### src/rtl/sprite_blit_engine.sv
`default_nettype none
// ============================================================================
// Module   : sprite_blit_engine
// Brief    : Avalon-MM master that copies one 16x16 sprite from SDRAM into
//            the frame buffer, skipping transparent pixels and clipping.
// Revision : 1.0 - initial release
// ============================================================================
module sprite_blit_engine #(
  parameter logic [24:0] SPRITE_BASE = 25'h100000,
  parameter logic [24:0] FB_BASE     = 25'h000000,
  parameter int          FB_W        = 640,
  parameter int          FB_H        = 480
) (
  input  logic        clk_clk,
  input  logic        reset_reset_n,
  input  logic [1:0]  sprite_num,
  input  logic [19:0] xy_pos,
  input  logic [2:0]  sw_to_hw,
  output logic [1:0]  hw_to_sw,
  output logic [24:0] avm_address,
  output logic [3:0]  avm_byteenable_n,
  output logic        avm_chipselect,
  output logic [31:0] avm_writedata,
  output logic        avm_read_n,
  output logic        avm_write_n,
  input  logic [31:0] avm_readdata,
  input  logic        avm_readdatavalid,
  input  logic        avm_waitrequest
);

  localparam logic [10:0] FB_W_11 = 11'(FB_W);
  localparam logic [10:0] FB_H_11 = 11'(FB_H);
  localparam logic [24:0] FB_W_25 = 25'(FB_W);

  typedef enum logic [2:0] {
    S_IDLE    = 3'd0,
    S_CHECK   = 3'd1,
    S_RD_REQ  = 3'd2,
    S_RD_WAIT = 3'd3,
    S_WR_REQ  = 3'd4,
    S_NEXT    = 3'd5,
    S_DONE    = 3'd6
  } state_t;

  state_t      state_q, state_d;
  logic        start_q, start_d;
  logic        armed_q, armed_d;
  logic [1:0]  sprite_q, sprite_d;
  logic [9:0]  x_q, x_d;
  logic [9:0]  y_q, y_d;
  logic [3:0]  row_q, row_d;
  logic [3:0]  col_q, col_d;
  logic [24:0] line_base_q, line_base_d;
  logic        busy_q, busy_d;
  logic        done_q, done_d;
  logic [24:0] addr_q, addr_d;
  logic [31:0] wdata_q, wdata_d;
  logic        read_n_q, read_n_d;
  logic        write_n_q, write_n_d;
  logic        cs_q, cs_d;

  logic        w_start_edge;
  logic        w_abort;
  logic        w_clip;
  logic        w_last;
  logic [10:0] w_px;
  logic [10:0] w_py;
  logic [24:0] w_line_start;
  logic [24:0] w_rd_addr;
  logic [24:0] w_wr_addr;
  logic        unused_reserved;

  // armed_q blocks a start that was already high when reset was released
  assign w_start_edge    = sw_to_hw[0] & ~start_q & armed_q;
  assign w_abort         = sw_to_hw[1];
  assign unused_reserved = sw_to_hw[2];
  assign w_px            = {1'b0, x_q} + {7'b0, col_q};
  assign w_py            = {1'b0, y_q} + {7'b0, row_q};
  assign w_clip          = (w_px >= FB_W_11) || (w_py >= FB_H_11);
  assign w_last          = (row_q == 4'd15) && (col_q == 4'd15);
  assign w_line_start    = FB_BASE + 25'(xy_pos[19:10]) * FB_W_25;
  assign w_rd_addr       = SPRITE_BASE + {15'b0, sprite_q, row_q, col_q};
  assign w_wr_addr       = line_base_q + {15'b0, x_q} + {21'b0, col_q};

  always_comb begin
    state_d     = state_q;
    start_d     = sw_to_hw[0];
    armed_d     = armed_q | ~sw_to_hw[0];
    sprite_d    = sprite_q;
    x_d         = x_q;
    y_d         = y_q;
    row_d       = row_q;
    col_d       = col_q;
    line_base_d = line_base_q;
    busy_d      = busy_q;
    done_d      = done_q;
    addr_d      = addr_q;
    wdata_d     = wdata_q;
    read_n_d    = read_n_q;
    write_n_d   = write_n_q;
    cs_d        = cs_q;
    case (state_q)
      S_IDLE: begin
        if (w_start_edge) begin
          sprite_d    = sprite_num;
          x_d         = xy_pos[9:0];
          y_d         = xy_pos[19:10];
          row_d       = 4'd0;
          col_d       = 4'd0;
          line_base_d = w_line_start;
          busy_d      = 1'b1;
          done_d      = 1'b0;
          state_d     = S_CHECK;
        end
      end
      S_CHECK: begin
        if (w_abort) begin
          busy_d  = 1'b0;
          done_d  = 1'b1;
          state_d = S_DONE;
        end else if (w_clip) begin
          state_d = S_NEXT;
        end else begin
          read_n_d = 1'b0;
          cs_d     = 1'b1;
          addr_d   = w_rd_addr;
          state_d  = S_RD_REQ;
        end
      end
      S_RD_REQ: begin
        if (!avm_waitrequest) begin
          read_n_d = 1'b1;
          cs_d     = 1'b0;
          state_d  = S_RD_WAIT;
        end
      end
      S_RD_WAIT: begin
        if (avm_readdatavalid) begin
          if (avm_readdata[24]) begin
            write_n_d = 1'b0;
            cs_d      = 1'b1;
            addr_d    = w_wr_addr;
            wdata_d   = avm_readdata;
            state_d   = S_WR_REQ;
          end else begin
            state_d = S_NEXT;
          end
        end
      end
      S_WR_REQ: begin
        if (!avm_waitrequest) begin
          write_n_d = 1'b1;
          cs_d      = 1'b0;
          state_d   = S_NEXT;
        end
      end
      S_NEXT: begin
        if (w_abort || w_last) begin
          busy_d  = 1'b0;
          done_d  = 1'b1;
          state_d = S_DONE;
        end else begin
          col_d = col_q + 4'd1;
          if (col_q == 4'd15) begin
            row_d       = row_q + 4'd1;
            line_base_d = line_base_q + FB_W_25;
          end
          state_d = S_CHECK;
        end
      end
      S_DONE:  state_d = S_IDLE;
      default: state_d = S_IDLE;
    endcase
  end

  always_ff @(posedge clk_clk or negedge reset_reset_n) begin
    if (!reset_reset_n) begin
      state_q     <= S_IDLE;
      start_q     <= 1'b0;
      armed_q     <= 1'b0;
      sprite_q    <= 2'd0;
      x_q         <= 10'd0;
      y_q         <= 10'd0;
      row_q       <= 4'd0;
      col_q       <= 4'd0;
      line_base_q <= 25'd0;
      busy_q      <= 1'b0;
      done_q      <= 1'b0;
      addr_q      <= 25'd0;
      wdata_q     <= 32'd0;
      read_n_q    <= 1'b1;
      write_n_q   <= 1'b1;
      cs_q        <= 1'b0;
    end else begin
      state_q     <= state_d;
      start_q     <= start_d;
      armed_q     <= armed_d;
      sprite_q    <= sprite_d;
      x_q         <= x_d;
      y_q         <= y_d;
      row_q       <= row_d;
      col_q       <= col_d;
      line_base_q <= line_base_d;
      busy_q      <= busy_d;
      done_q      <= done_d;
      addr_q      <= addr_d;
      wdata_q     <= wdata_d;
      read_n_q    <= read_n_d;
      write_n_q   <= write_n_d;
      cs_q        <= cs_d;
    end
  end

  assign hw_to_sw         = {done_q, busy_q};
  assign avm_address      = addr_q;
  assign avm_byteenable_n = 4'b0000;
  assign avm_chipselect   = cs_q;
  assign avm_writedata    = wdata_q;
  assign avm_read_n       = read_n_q;
  assign avm_write_n      = write_n_q;

endmodule
`default_nettype wire

### config.mk
export PLATFORM = sky130hd
export DESIGN_NAME = sprite_blit_engine
export DESIGN_NICKNAME = d
export VERILOG_FILES = /design/src/rtl/sprite_blit_engine.sv
export SDC_FILE = /design/constraint.sdc
export NUM_CORES = 1
export LEC_CHECK = 0
export ABC_AREA = 1
export BUFFER_PORTS_ARGS = -buffer_cell sky130_fd_sc_hd__buf_4
export CAP_MARGIN = 20
export CORE_MARGIN = 3
export CORE_UTILIZATION = 50
export DETAILED_ROUTE_END_ITERATION = 10
export PLACE_DENSITY = 0.73
export SKIP_CTS_REPAIR_TIMING = 1
export SYNTH_ARGS = -nofsm -noshare
export SYNTH_HDL_FRONTEND = slang
export SYNTH_SLANG_ARGS = --single-unit
### constraint.sdc
create_clock -name clk_clk -period 2.75 [get_ports clk_clk]
set_input_delay 0.55 -clock clk_clk [delete_from_list [all_inputs] [get_ports clk_clk]]
set_output_delay 0.55 -clock clk_clk [all_outputs]
set_load 0.05 [all_outputs]
Word-level counts from Yosys, hierarchy flattened --
Index checks and enable logic that the tools add are counted.
Storage, ports and cells: flip-flop bits (word level) 122, logic and storage cells 117
Cells by class: add/subtract/negate cells 8, multipliers 1, order comparisons 2, eq/ne operators 19, muxes and demuxes 45, bitwise gates (word level) 5, reductions and logical operators 21
Operator list (number):
- 2-to-1 mux 25 bit | 7
- case mux 25 bit (2 select lines) | 2
- adder 25 x 10 -> 25 bit | 1
- adder 25 x 10 -> 25 bit, second input constant | 1
- adder 25 x 4 -> 25 bit | 1
- inequality test 2 bit, second input constant | 12
- adder 10 x 4 -> 11 bit | 2
- adder 21 x 10 -> 22 bit, first input constant | 1
- 2-to-1 mux 3 bit | 7
- AND reduction 4 bit | 5
- case mux 3 bit (6 select lines) | 1
- 2-to-1 mux 1 bit | 17
- 2-to-1 mux 4 bit | 4
- case mux 4 bit (2 select lines) | 2
- multiplier 10 x 3 -> 13 bit, second input constant | 1
- greater-or-equal comparator 11 x 10 -> 1 bit, second input constant | 1
- greater-or-equal comparator 11 x 9 -> 1 bit, second input constant | 1
- case mux 1 bit (3 select lines) | 3
- adder 4 x 1 -> 4 bit, second input constant | 2
- equality test 4 bit, second input constant | 2
- nonzero test 2 bit | 4
- equality test 3 x 2 -> 1 bit, second input constant | 2
- equality test 3 bit, second input constant | 2
- AND reduction 3 bit | 2
- 13 further kinds | 18

Longest topological paths before layout --
depth in word-level cells 6, gate-level depth with buffers 15

Least setup slack after synthesis --
OpenSTA, ideal clock, no wires.
path kind flip-flop to flip-flop, start register col_q[1], end register addr_q[15], in the netlist avm_address[15], setup time 66 ps, arrival 2362 ps, data required time 2684 ps, setup slack 322 ps, stages on the path, launching flop included 13, period minus slack after synthesis 2428 ps, cells stage by stage dfrtp_1 > ha_1 > ha_1 > inv_1 > fa_1 > nand3b_1 > a21oi_1 > nand2_1 > nand2_1 > nor2_1 > nor3_1 > nand4_1 > nand2_1
Between the ends: cells in the longest elaborated chain, start to end 5
RTL lines:
- from (decl) | line 52 | logic [3:0] col_q, col_d;
- from (signal assigned) | line 202 | col_q <= col_d;
- adder 10 x 4 -> 11 bit | line 77 | assign w_px = {1'b0, x_q} + {7'b0, col_q};
- greater-or-equal comparator 11 x 10 -> 1 bit | line 79 | assign w_clip = (w_px >= FB_W_11) || (w_py >= FB_H_11);
- logical OR 1 bit | line 79
- inequality test 2 bit (no source line)
- AND reduction 5 bit (no source line)
- to (signal assigned) | line 206 | addr_q <= addr_d;
- to (decl) | line 56 | logic [24:0] addr_q, addr_d;
Parallel ways exist; a longest one is shown, timed or not. The select of a mux whose other input is x is not followed. A chain may end at the register's enable or synchronous reset.

Final worst setup path --
start register x_q[1], end register addr_q[15], in the netlist avm_address[15]
Between the ends: cells in the longest elaborated chain, start to end 5
RTL lines:
- from (decl) | line 49 | logic [9:0] x_q, x_d;
- from (signal assigned) | line 182 | x_q <= 10'd0;
- from (signal assigned) | line 199 | x_q <= x_d;
- adder 25 x 10 -> 25 bit / adder 10 x 4 -> 11 bit (equally long branches) | line 83, 77
- adder 25 x 4 -> 25 bit / greater-or-equal comparator 11 x 10 -> 1 bit (equally long branches) | line 83, 79
- 2-to-1 mux 25 bit / logical OR 1 bit (equally long branches) | line 139, 79
- 2-to-1 mux 25 bit / inequality test 2 bit (equally long branches)
- case mux 25 bit (2 select lines) / AND reduction 5 bit (equally long branches)
Parallel ways exist; a longest one is shown, timed or not. The select of a mux whose other input is x is not followed.

==> implementation parameters <==
Parameter                              Value

Outcome
  Outcome ... completed

Finish
  Final net count ... around 1.2k
  Commonest cells after routing, fill and taps aside ... 371 x sky130_fd_sc_hd__nand2_1, 136 x sky130_fd_sc_hd__buf_4, 113 x sky130_fd_sc_hd__dfrtp_1
  Proportion of layout cells with a drive suffix above 1 ... 0.176
  Number of antenna diodes ... 0
  Post-layout utilization of the core ... 0.652
  Area added between synthesis and finish ... 24.6%
  Most common cell after layout, fill and taps aside ... sky130_fd_sc_hd__nand2_1

Floorplanning
  IO Pins ... roughly 130
  Die area ... 0.0156 sq mm
  DIE WIDTH ... around 130 microns
  Starting density of the core ... 0.523
  Die boundary height ... 125 microns
  Row count ... 42
  Placeable core region ... around 0.014 sq mm

Logic synthesis
  Number of warnings printed during yosys synthesis ... 0
  Post-synthesis area per instance ... 7.25 sq um
  Fraction of registers with async set/reset ... 1.00
  Post-synthesis instance total ... between 900 and 1k
  Register area share after synthesis ... 0.406
  Synthesized cell area ... a little over 0.007 sq mm
  Count of flip-flops with a built-in enable after synthesis ... 0
  Ys flop type ... sky130_fd_sc_hd__dfrtp_1
  Flip-flop and latch count after synthesis ... 115
  Count of unique library cells instantiated by Yosys ... 43

Worst setup path
  Maximum net fanout on the critical path ... 6
  Worst setup SP type ... flip-flop
  Buf/Inv on CP ... 1
  Delay of the slowest cell on the worst path ... 0.40 ns
  Required time reported for the critical path endpoint ... 3.11 ns
  Worst path arrival time ... 3.02 ns
  Cells along the critical path ... ha_1 > ha_1 > inv_1 > fa_1 > nand3b_1 > a21oi_2 > nand2_1 > nand2_2 > nor2_1 > nor3_1 > nand4_1 > nand2_1
  Critical Setup Path Class ... flip-flop to flip-flop
  Cell type group with the largest total delay on the critical path ... simple AND/OR/NAND/NOR gates
  Slowest-stage cell, CP ... sky130_fd_sc_hd__fa_1
  Kind of end point of the critical path ... flip-flop

Clocking
  Total number of clock tree sinks ... 115
  Maximum root-to-sink buffer count ... 2
  Worst skew pair latency ... 0.42 ns
  CTS tree ... yes
  Number of levels the H-tree was split into ... 4
  Worst-path clk slew ... ~0.05 ns
  Cell at the root of the clock tree ... sky130_fd_sc_hd__clkbuf_16
  Number of buffers created by CTS ... 17

Global routing
  Overflow left after global routing ... 0
  Global-route wire length before repair ... 31500 microns
  Maximum number of pins on one net before global-route repair ... 50
  Number of global-route vias before repair ... 6410
  Initial antenna violation count ... 0
  GRT Overall Usage ... 0.243

Drt
  Vias per std cell ... 5.25
  Initial detailed-routing violation count ... around 520
  Wire length per cell ... approximately 15 microns
  Wire length reported by the detailed router ... around 19000 microns
  Detailed-route via count ... 6797
  Antenna violation net count after detailed routing ... 0
  Drc violations ... 0
  Number of search-and-repair iterations in the first detailed-routing pass ... 5

Power and ir drop
  Design Power ... 10.4 mW
  Max VDD drop ... 0.692 mV
  Leakage power total ... 4.77 nW
  Total power divided by cell area ... between 1000 and 1500 mW/mm^2

Placement
  Placer's final routability congestion estimate ... 0.941
  DP Wirelength ... 13800 microns
  Port-buffer cells ... 121

STA
  Hold violation total from the final report ... 0
  Layout Skew ... 0.0115 ns
  Final setup vio count ... 0
  Final critical path time including I/O delays and setup ... around 2.7 ns
  Setup Total Neg Slack ... 0 ns
  Worst hold slack after final layout ... 0.173 ns
  Period utilisation layout ... 0.968
  Worst rel slew slack ... 0.543
  Unrepaired setup endpoints after global routing ... true
  Top achievable clock speed ... between 300 and 400 MHz
  Final Max Slew Viols ... 0
  Actual transition at the worst max-transition pin ... 0.685 ns

Flow run
  Max-cap violations ... 0

Hold path
  Kind of path behind the tightest hold check ... input port to async pin
[layout make-up]
cell class / instances / area [sq um]
fillers: 1222 / 4720
multi-input cells: 749 / 3750
flip-flops and latches: 115 / 2880
repair buffers: 139 / 1060
clock buffers: 22 / 474
inverters: 83 / 314
well taps: 176 / 220
clock inverters: 10 / 131
[worst register-to-register path, cell delays in order, from the launching register on]
cell                       delay [ns]
sky130_fd_sc_hd__dfrtp_1         0.38
sky130_fd_sc_hd__ha_1            0.34
sky130_fd_sc_hd__ha_1            0.19
sky130_fd_sc_hd__inv_1           0.06
sky130_fd_sc_hd__fa_1            0.40
sky130_fd_sc_hd__nand3b_1        0.22
sky130_fd_sc_hd__a21oi_2         0.20
sky130_fd_sc_hd__nand2_1         0.12
sky130_fd_sc_hd__nand2_2         0.13
sky130_fd_sc_hd__nor2_1          0.05
sky130_fd_sc_hd__nor3_1          0.28
sky130_fd_sc_hd__nand4_1         0.14
sky130_fd_sc_hd__nand2_1         0.10
[worst paths after layout]
path	slack, ns	depth (start not counted)	startpoint	endpoint
worst max-delay path	0.09	12	x_q[1]$_DFFE_PN0P_	avm_address[15]$_DFFE_PN0P_
worst min-delay path	0.17	1	reset_reset_n	x_q[6]$_DFFE_PN0P_
worst max register to register	0.09	12	x_q[1]$_DFFE_PN0P_	avm_address[15]$_DFFE_PN0P_
worst min register to register	0.45	2	armed_q$_DFF_PN0_	armed_q$_DFF_PN0_
max in group asynchronous	1.86	2	reset_reset_n	avm_address[19]$_DFFE_PN0P_
min in group clk_clk	0.26	1	sw_to_hw[0]	start_q$_DFF_PN0_
[registers in the layout, summed over array words and instances, names as in the netlist, 2 cells and up]
name,cells
sprite_q,2
y_q,10
avm_writedata,32
col_q,4
avm_address,25
x_q,10
row_q,4
line_base_q,18
state_q,3
[logic make-up (layout without fill, tap and decap cells)]
group | Yosys count | in the layout | share of synthesized area
buffers and inverters | 118 | 254 | 0.0704
AOI/OAI and AO/OA | 111 | 111 | 0.0849
DFF | 115 | 115 | 0.406
and+or+nand+nor | 580 | 581 | 0.346
other | 1 | 4 | 0.000529
xor gates and xnor gates | 11 | 11 | 0.0136
adders and majority gates | 42 | 42 | 0.0784
[metrics by stage]
step	setup slack [ns]	cell area (sq um)	std cells
global route	-0.0175	8830	1294
finish	0.0885	8830	1294
detailed placement	-0.00376	8180	1260
global placement	0.106	8180	1260
CTS	-0.0312	8790	1292
floorplan	0.322	7100	981
[where the power goes]
part / leakage (nW) / internal, mW / total, mW / switching [mW]
sequential: 1.46 / 2.36 / 2.94 / 0.580
clock: 0.300 / 1.49 / 2.27 / 0.784
combinational: 3.01 / 1.63 / 5.21 / 3.58
[per-layer routing]
layer / wire length, microns / up-vias / share of wire / global-route usage
li1: - / 3437 / - / -
met1: 8930 / 3175 / 0.47 / 0.343
met2: 8880 / 169 / 0.47 / 0.386
met3: 943 / 16 / 0.050 / 0.0486
met4: 196 / 0 / 0.010 / 0.0619
met5: 0 / - / 0 / 0
[synth_stat cells, types with 3 or more instances]
cell | n | share of area
sky130_fd_sc_hd__nor2_1 | 78 | 0.041
sky130_fd_sc_hd__or2_2 | 6 | 0.0053
sky130_fd_sc_hd__nand2_2 | 3 | 0.0026
sky130_fd_sc_hd__xnor2_1 | 8 | 0.0099
sky130_fd_sc_hd__a22oi_1 | 4 | 0.0042
sky130_fd_sc_hd__buf_4 | 9 | 0.0095
sky130_fd_sc_hd__a31oi_1 | 5 | 0.0044
sky130_fd_sc_hd__clkbuf_1 | 20 | 0.011
sky130_fd_sc_hd__a21oi_1 | 45 | 0.032
sky130_fd_sc_hd__inv_1 | 76 | 0.040
sky130_fd_sc_hd__nand4_1 | 31 | 0.027
sky130_fd_sc_hd__o21ai_0 | 48 | 0.034
sky130_fd_sc_hd__nand3_1 | 65 | 0.046
sky130_fd_sc_hd__nor3_1 | 13 | 0.0092
sky130_fd_sc_hd__dfrtp_1 | 113 | 0.40
sky130_fd_sc_hd__buf_2 | 4 | 0.0028
sky130_fd_sc_hd__inv_2 | 5 | 0.0026
sky130_fd_sc_hd__xor2_1 | 3 | 0.0037
sky130_fd_sc_hd__nand2_1 | 372 | 0.20
sky130_fd_sc_hd__ha_1 | 38 | 0.067
sky130_fd_sc_hd__fa_1 | 4 | 0.011
No activity file was read; power rests on OpenSTA's default activity.
